[src/rtl/fetch_unit_if.sv]
// Fetch-unit bus bundle: instruction-memory read port plus controller handshake.
// The master side is the fetch unit, and the slave side is memory and the controller.
interface fetch_unit_if #(
  parameter int PC_W   = 8,
  parameter int INST_W = 23
);
  logic              mem_req;
  logic [PC_W-1:0]   mem_addr;
  logic              mem_ack;
  logic [INST_W-1:0] mem_data;
  logic [INST_W-1:0] code;
  logic              start;
  logic              inc_pc;
  logic              branch;

  modport master (
    output mem_req, mem_addr, code, start,
    input  mem_ack, mem_data, inc_pc, branch
  );

  modport slave (
    input  mem_req, mem_addr, code, start,
    output mem_ack, mem_data, inc_pc, branch
  );
endinterface

[src/rtl/fetch_unit.sv]
// Instruction fetch stage: holds the PC, reads one instruction per step over req/ack,
// issues it to the controller and advances or branches on completion.
module fetch_unit #(
  parameter int         PC_W    = 8,
  parameter int         INST_W  = 23,
  parameter logic [2:0] HALT_OP = 3'b111
) (
  input  logic            clk,
  input  logic            rst,
  input  logic            run,
  fetch_unit_if.master    bus,
  output logic [PC_W-1:0] pc,
  output logic            busy,
  output logic            halted
);

  localparam logic [2:0] S_IDLE   = 3'd0;
  localparam logic [2:0] S_FETCH  = 3'd1;
  localparam logic [2:0] S_ISSUE  = 3'd2;
  localparam logic [2:0] S_EXEC   = 3'd3;
  localparam logic [2:0] S_HALTED = 3'd4;

  logic [2:0]      state;
  logic [PC_W-1:0] next_pc;
  logic [2:0]      fetched_op;

  assign fetched_op = bus.mem_data[INST_W-1 -: 3];

  // Target PC at EXEC completion; also the address of the following fetch.
  always_comb begin
    next_pc = pc + PC_W'(1);
    if (bus.branch) begin
      next_pc = bus.code[PC_W-1:0];
    end
  end

  always_ff @(posedge clk or posedge rst) begin
    if (rst) begin
      state        <= S_IDLE;
      pc           <= '0;
      bus.code     <= '0;
      bus.mem_req  <= 1'b0;
      bus.mem_addr <= '0;
      bus.start    <= 1'b0;
    end else begin
      bus.start <= 1'b0;
      case (state)
        S_IDLE: begin
          if (run) begin
            state        <= S_FETCH;
            bus.mem_req  <= 1'b1;
            bus.mem_addr <= pc;
          end
        end
        S_FETCH: begin
          if (bus.mem_ack) begin
            bus.code    <= bus.mem_data;
            bus.mem_req <= 1'b0;
            // start is registered, so raising it here makes it visible during ISSUE.
            if (fetched_op == HALT_OP) begin
              state <= S_HALTED;
            end else begin
              state     <= S_ISSUE;
              bus.start <= 1'b1;
            end
          end
        end
        S_ISSUE: begin
          state <= S_EXEC;
        end
        S_EXEC: begin
          if (bus.inc_pc) begin
            pc <= next_pc;
            if (run) begin
              state        <= S_FETCH;
              bus.mem_req  <= 1'b1;
              bus.mem_addr <= next_pc;
            end else begin
              state <= S_IDLE;
            end
          end
        end
        S_HALTED: begin
          state <= S_HALTED;
        end
        default: begin
          state       <= S_IDLE;
          bus.mem_req <= 1'b0;
        end
      endcase
    end
  end

  assign busy   = (state != S_IDLE) && (state != S_HALTED);
  assign halted = (state == S_HALTED);

endmodule

[src/flat_wrapper.sv]
// flat-port wrapper written by rule: the top's interface ports become plain ports
module fetch_unit_flat 
#(
  parameter int         PC_W    = 8,
  parameter int         INST_W  = 23,
  parameter logic [2:0] HALT_OP = 3'b111
)
  (clk, rst, run, pc, busy, halted, bus_mem_req, bus_mem_addr, bus_code, bus_start, bus_mem_ack, bus_mem_data, bus_inc_pc, bus_branch);
  fetch_unit_if #(.PC_W(PC_W), .INST_W(INST_W)) bus_i ();
  input  logic clk;
  input  logic rst;
  input  logic run;
  output logic [PC_W-1:0] pc;
  output logic busy;
  output logic halted;
  output wire logic [$bits(bus_i.mem_req)-1:0] bus_mem_req;
  output wire logic [$bits(bus_i.mem_addr)-1:0] bus_mem_addr;
  output wire logic [$bits(bus_i.code)-1:0] bus_code;
  output wire logic [$bits(bus_i.start)-1:0] bus_start;
  input wire logic [$bits(bus_i.mem_ack)-1:0] bus_mem_ack;
  input wire logic [$bits(bus_i.mem_data)-1:0] bus_mem_data;
  input wire logic [$bits(bus_i.inc_pc)-1:0] bus_inc_pc;
  input wire logic [$bits(bus_i.branch)-1:0] bus_branch;
  assign bus_mem_req = bus_i.mem_req;
  assign bus_mem_addr = bus_i.mem_addr;
  assign bus_code = bus_i.code;
  assign bus_start = bus_i.start;
  assign bus_i.mem_ack = bus_mem_ack;
  assign bus_i.mem_data = bus_mem_data;
  assign bus_i.inc_pc = bus_inc_pc;
  assign bus_i.branch = bus_branch;
  fetch_unit #(.PC_W(PC_W), .INST_W(INST_W), .HALT_OP(HALT_OP)) u_core (.clk(clk), .rst(rst), .run(run), .bus(bus_i), .pc(pc), .busy(busy), .halted(halted));
endmodule
[config.mk]
export PLATFORM = sky130hd
export DESIGN_NAME = fetch_unit_flat
export DESIGN_NICKNAME = d
export VERILOG_FILES = /design/src/rtl/fetch_unit_if.sv /design/src/rtl/fetch_unit.sv /design/src/flat_wrapper.sv
export SDC_FILE = /design/constraint.sdc
export NUM_CORES = 1
export LEC_CHECK = 0
export ABC_CLOCK_PERIOD_IN_PS = 2100
export BUFFER_PORTS_ARGS = -buffer_cell sky130_fd_sc_hd__buf_2
export CAP_MARGIN = 20
export CORE_UTILIZATION = 33
export CTS_CLUSTER_DIAMETER = 60
export CTS_CLUSTER_SIZE = 12
export DETAILED_ROUTE_END_ITERATION = 8
export GPL_TIMING_DRIVEN = 0
export PLACE_DENSITY = 0.64
export SLEW_MARGIN = 40
export SYNTH_ARGS = -nofsm -noshare
export SYNTH_HDL_FRONTEND = slang
export SYNTH_SLANG_ARGS = --single-unit
[constraint.sdc]
create_clock -name clk -period 2.1 [get_ports clk]
set_input_delay 0.315 -clock clk [delete_from_list [all_inputs] [get_ports clk]]
set_output_delay 0.315 -clock clk [all_outputs]
set_load 0.05 [all_outputs]
==> impl_results.md <==
- Status: completed
- R2R depth: 5
- Initial antenna violation count: 0
- Routed Antenna Nets: 0
- Max Cap Viol: 0
- Row count: 28
- Netlist Area Pre-Place: 0.00205 mm²
- Die X: ~80 µm
- Dpl hpwl: 3.33 mm
- Starting density of the core: 0.345
- Via count: 1633
- Clock Sink Count: 44
- Die area: around 0.0065 mm²
- Drt drc: 0
- Slew @ Worst Pin: 427 ps
- Final Setup Violations: 0
- R2r endpoint: u_core.bus.code[21]
- Max Clock Freq: 589 MHz
- RR Startpoint: u_core.state[0]
- Vias/cell: just under 5
- Die height: a little over 80 µm
- Setup crit start: u_core.state[1]
- CTS Buf Count: 5
- Ys Warns: 0
- Worst Setup Start Kind: flop
- Place WS: roughly 370 ps
- Post-Syn Instances: roughly 180
- Pins Over Slew Limit: 0
- Data arrival time of the worst path: 1380 ps
- Number of port buffers: 70
- Final WL: around 4.5 mm
- Crit-path max FO: 10
- Post-synth EDFFs: 0
- CTS tree: done
- Relative slew slack: 0.716
- Fin. Hold Viols: 0
- Reg clk slew, reported paths: ~80 ps
- H-Tree Depth: 2
- Global-route wire length before repair: 7.47 mm
- Flops & latches, synth: 44
- CP required: around 1800 ps
- Worst Clk Skew: 7.05 ps
- Yosys cell types: 43
- Async SR Flop Fraction: 1.00
- RSZ-0062 raised after global routing: false
- N_diodes: 0
- Clock Path Buffers: 2
- Critical path capture point type: output pin
- WS Path Type: reg2out
- Fin crit period: 1700 ps
- Vias in the first global route: around 1600
- Hold WC Path Type: in2reg
- RePlAce Congestion: 0.773
- Share of cells above drive strength 1: 0.354
- Sequential share of the synthesized area: 0.536
- Number of iterations in the first detailed-routing pass: 4
- Setup TNS: 0 ps
- Root Driver: clkbuf_8
- Setup bufs post-CTS: 0
- Total congestion overflow: 0
- Crit path to: halted
- All-Layer GR Usage: 0.150
- Syn Nets: ~210
- Io pins: 72
- Main synth FF type: dfrtp_1
- Initial DRC Count: 148
- Syn Area/Cell: about 11 µm²
- Worst skew pair latency: 290 ps
- Post-DR wirelength/cell: 13.2 µm
- Layout area overhead: 27.6%
- Period utilization: 0.808
- Core Region: 0.00596 mm²
- Nets@finish: 292
- Pin count of the biggest net entering global routing: 35
- Flop2flop setup slack: between 400 and 500 ps
- Worst setup margin: a little over 400 ps
Yosys cell counts, types with 2 or more instances:
cell	number	area [µm²]
a21o_1	2	15.0
a21oi_1	2	10.0
a31oi_1	2	12.5
buf_2	2	10.0
buf_4	4	30.0
clkbuf_1	2	7.51
dfrtp_1	44	1100
inv_1	3	11.3
mux2_1	23	259
nand2_1	21	78.8
nand2b_1	5	31.3
nand3_1	7	35.0
nor2_1	9	33.8
nor2b_1	2	12.5
nor3_1	5	25.0
o211ai_1	4	30.0
o21a_1	4	30.0
o21ai_0	5	25.0
o21ai_1	9	45.0
o22ai_1	2	12.5
o31ai_1	3	22.5
xnor2_1	2	17.5
cell families after synthesis:
family	after synthesis	share of synthesized area
and+or+nand+nor	59	0.151
xor gates and xnor gates	2	0.00853
muxes	25	0.136
buffers and inverters	13	0.0359
DFF	44	0.536
adders and majority gates	1	0.00609
AOI/OAI and AO/OA	39	0.126
worst min path at each step:
stage	start	cells after the start	to	slack [ps]
floorplan	bus_mem_data[0]	1	u_core.bus.code[0]	450
global placement	u_core.bus.code[17]	1	u_core.bus.code[17]	460
detailed placement	rst	2	u_core.bus.code[16]	230
CTS	bus_mem_data[18]	2	u_core.bus.code[18]	230
global route	bus_mem_data[18]	2	u_core.bus.code[18]	220
finish	bus_mem_data[1]	2	u_core.bus.code[1]	230
state kept, by name, summed over array words and instances, names as in the netlist:
signal	count
u_core.bus.code	23
u_core.bus.mem_addr	8
u_core.bus.mem_req	1
u_core.bus.start	1
u_core.pc	8
u_core.state	3
critical path, stage by stage (launching register included):
cell and delay, ps:
dfrtp_1 380, buf_6 150, nor2_8 130, and2_1 170, buf_2 270
through the flow:
stage / hold WS (ps) / std cells / area [µm²] / utilization
4_1_cts: 227 / 338 / 2620 / 0.440
5_1_grt: 222 / 338 / 2620 / 0.440
3_5_place_dp: 234 / 329 / 2520 / 0.423
6_report: 235 / 338 / 2620 / 0.440
2_1_floorplan: 450 / 183 / 2050 / -
3_3_place_gp: 464 / 328 / 2500 / 0.420
timing repair:
| action | in CTS | in global routing |
|---|---|---|
| endpoints found under the hold margin | 10 | 0 |
| hold buffers | 1 | 0 |
| resized for setup | 0 | 0 |
placed cells by master, fill, tap and decap left out, types with 2 or more instances in the layout:
master / Yosys / routed
o21ai_1: 9 / 9
nor3_1: 5 / 5
clkbuf_1: 2 / 4
a21oi_1: 2 / 2
buf_4: 4 / 4
o21a_1: 4 / 4
o21ai_0: 5 / 5
nand2_1: 21 / 21
o211ai_1: 4 / 4
xnor2_1: 2 / 2
a31oi_1: 2 / 2
o22ai_1: 2 / 2
nand3_1: 7 / 7
o31ai_1: 3 / 3
a21o_1: 2 / 2
nand2b_1: 5 / 5
nor2_1: 9 / 9
nor2b_1: 2 / 2
mux2_1: 23 / 23
dfrtp_1: 44 / 44
clkbuf_8: 0 / 6
inv_1: 3 / 2
buf_2: 2 / 72
layer usage:
layer / vias to the layer above / global-route usage / routed length, µm
met3: 4 / 0.0438 / 300
li1: 809 / - / -
met2: 53 / 0.224 / 2020
met5: - / 0 / 0
met1: 767 / 0.210 / 2120
met4: 0 / 0.0429 / 23
layout make-up:
| type | instances | area [µm²] |
|---|---|---|
| fillers | 596 | 3330 |
| repair buffers | 72 | 380 |
| clock buffers | 8 | 90.1 |
| well taps | 75 | 93.8 |
| multi-input cells | 126 | 880 |
| inverters | 4 | 17.5 |
| flip-flops and latches | 44 | 1100 |
| plain buffers | 9 | 58.8 |
Power is not shown: default switching activity piles up to over one toggle a cycle in this logic, so the estimate is an artifact.
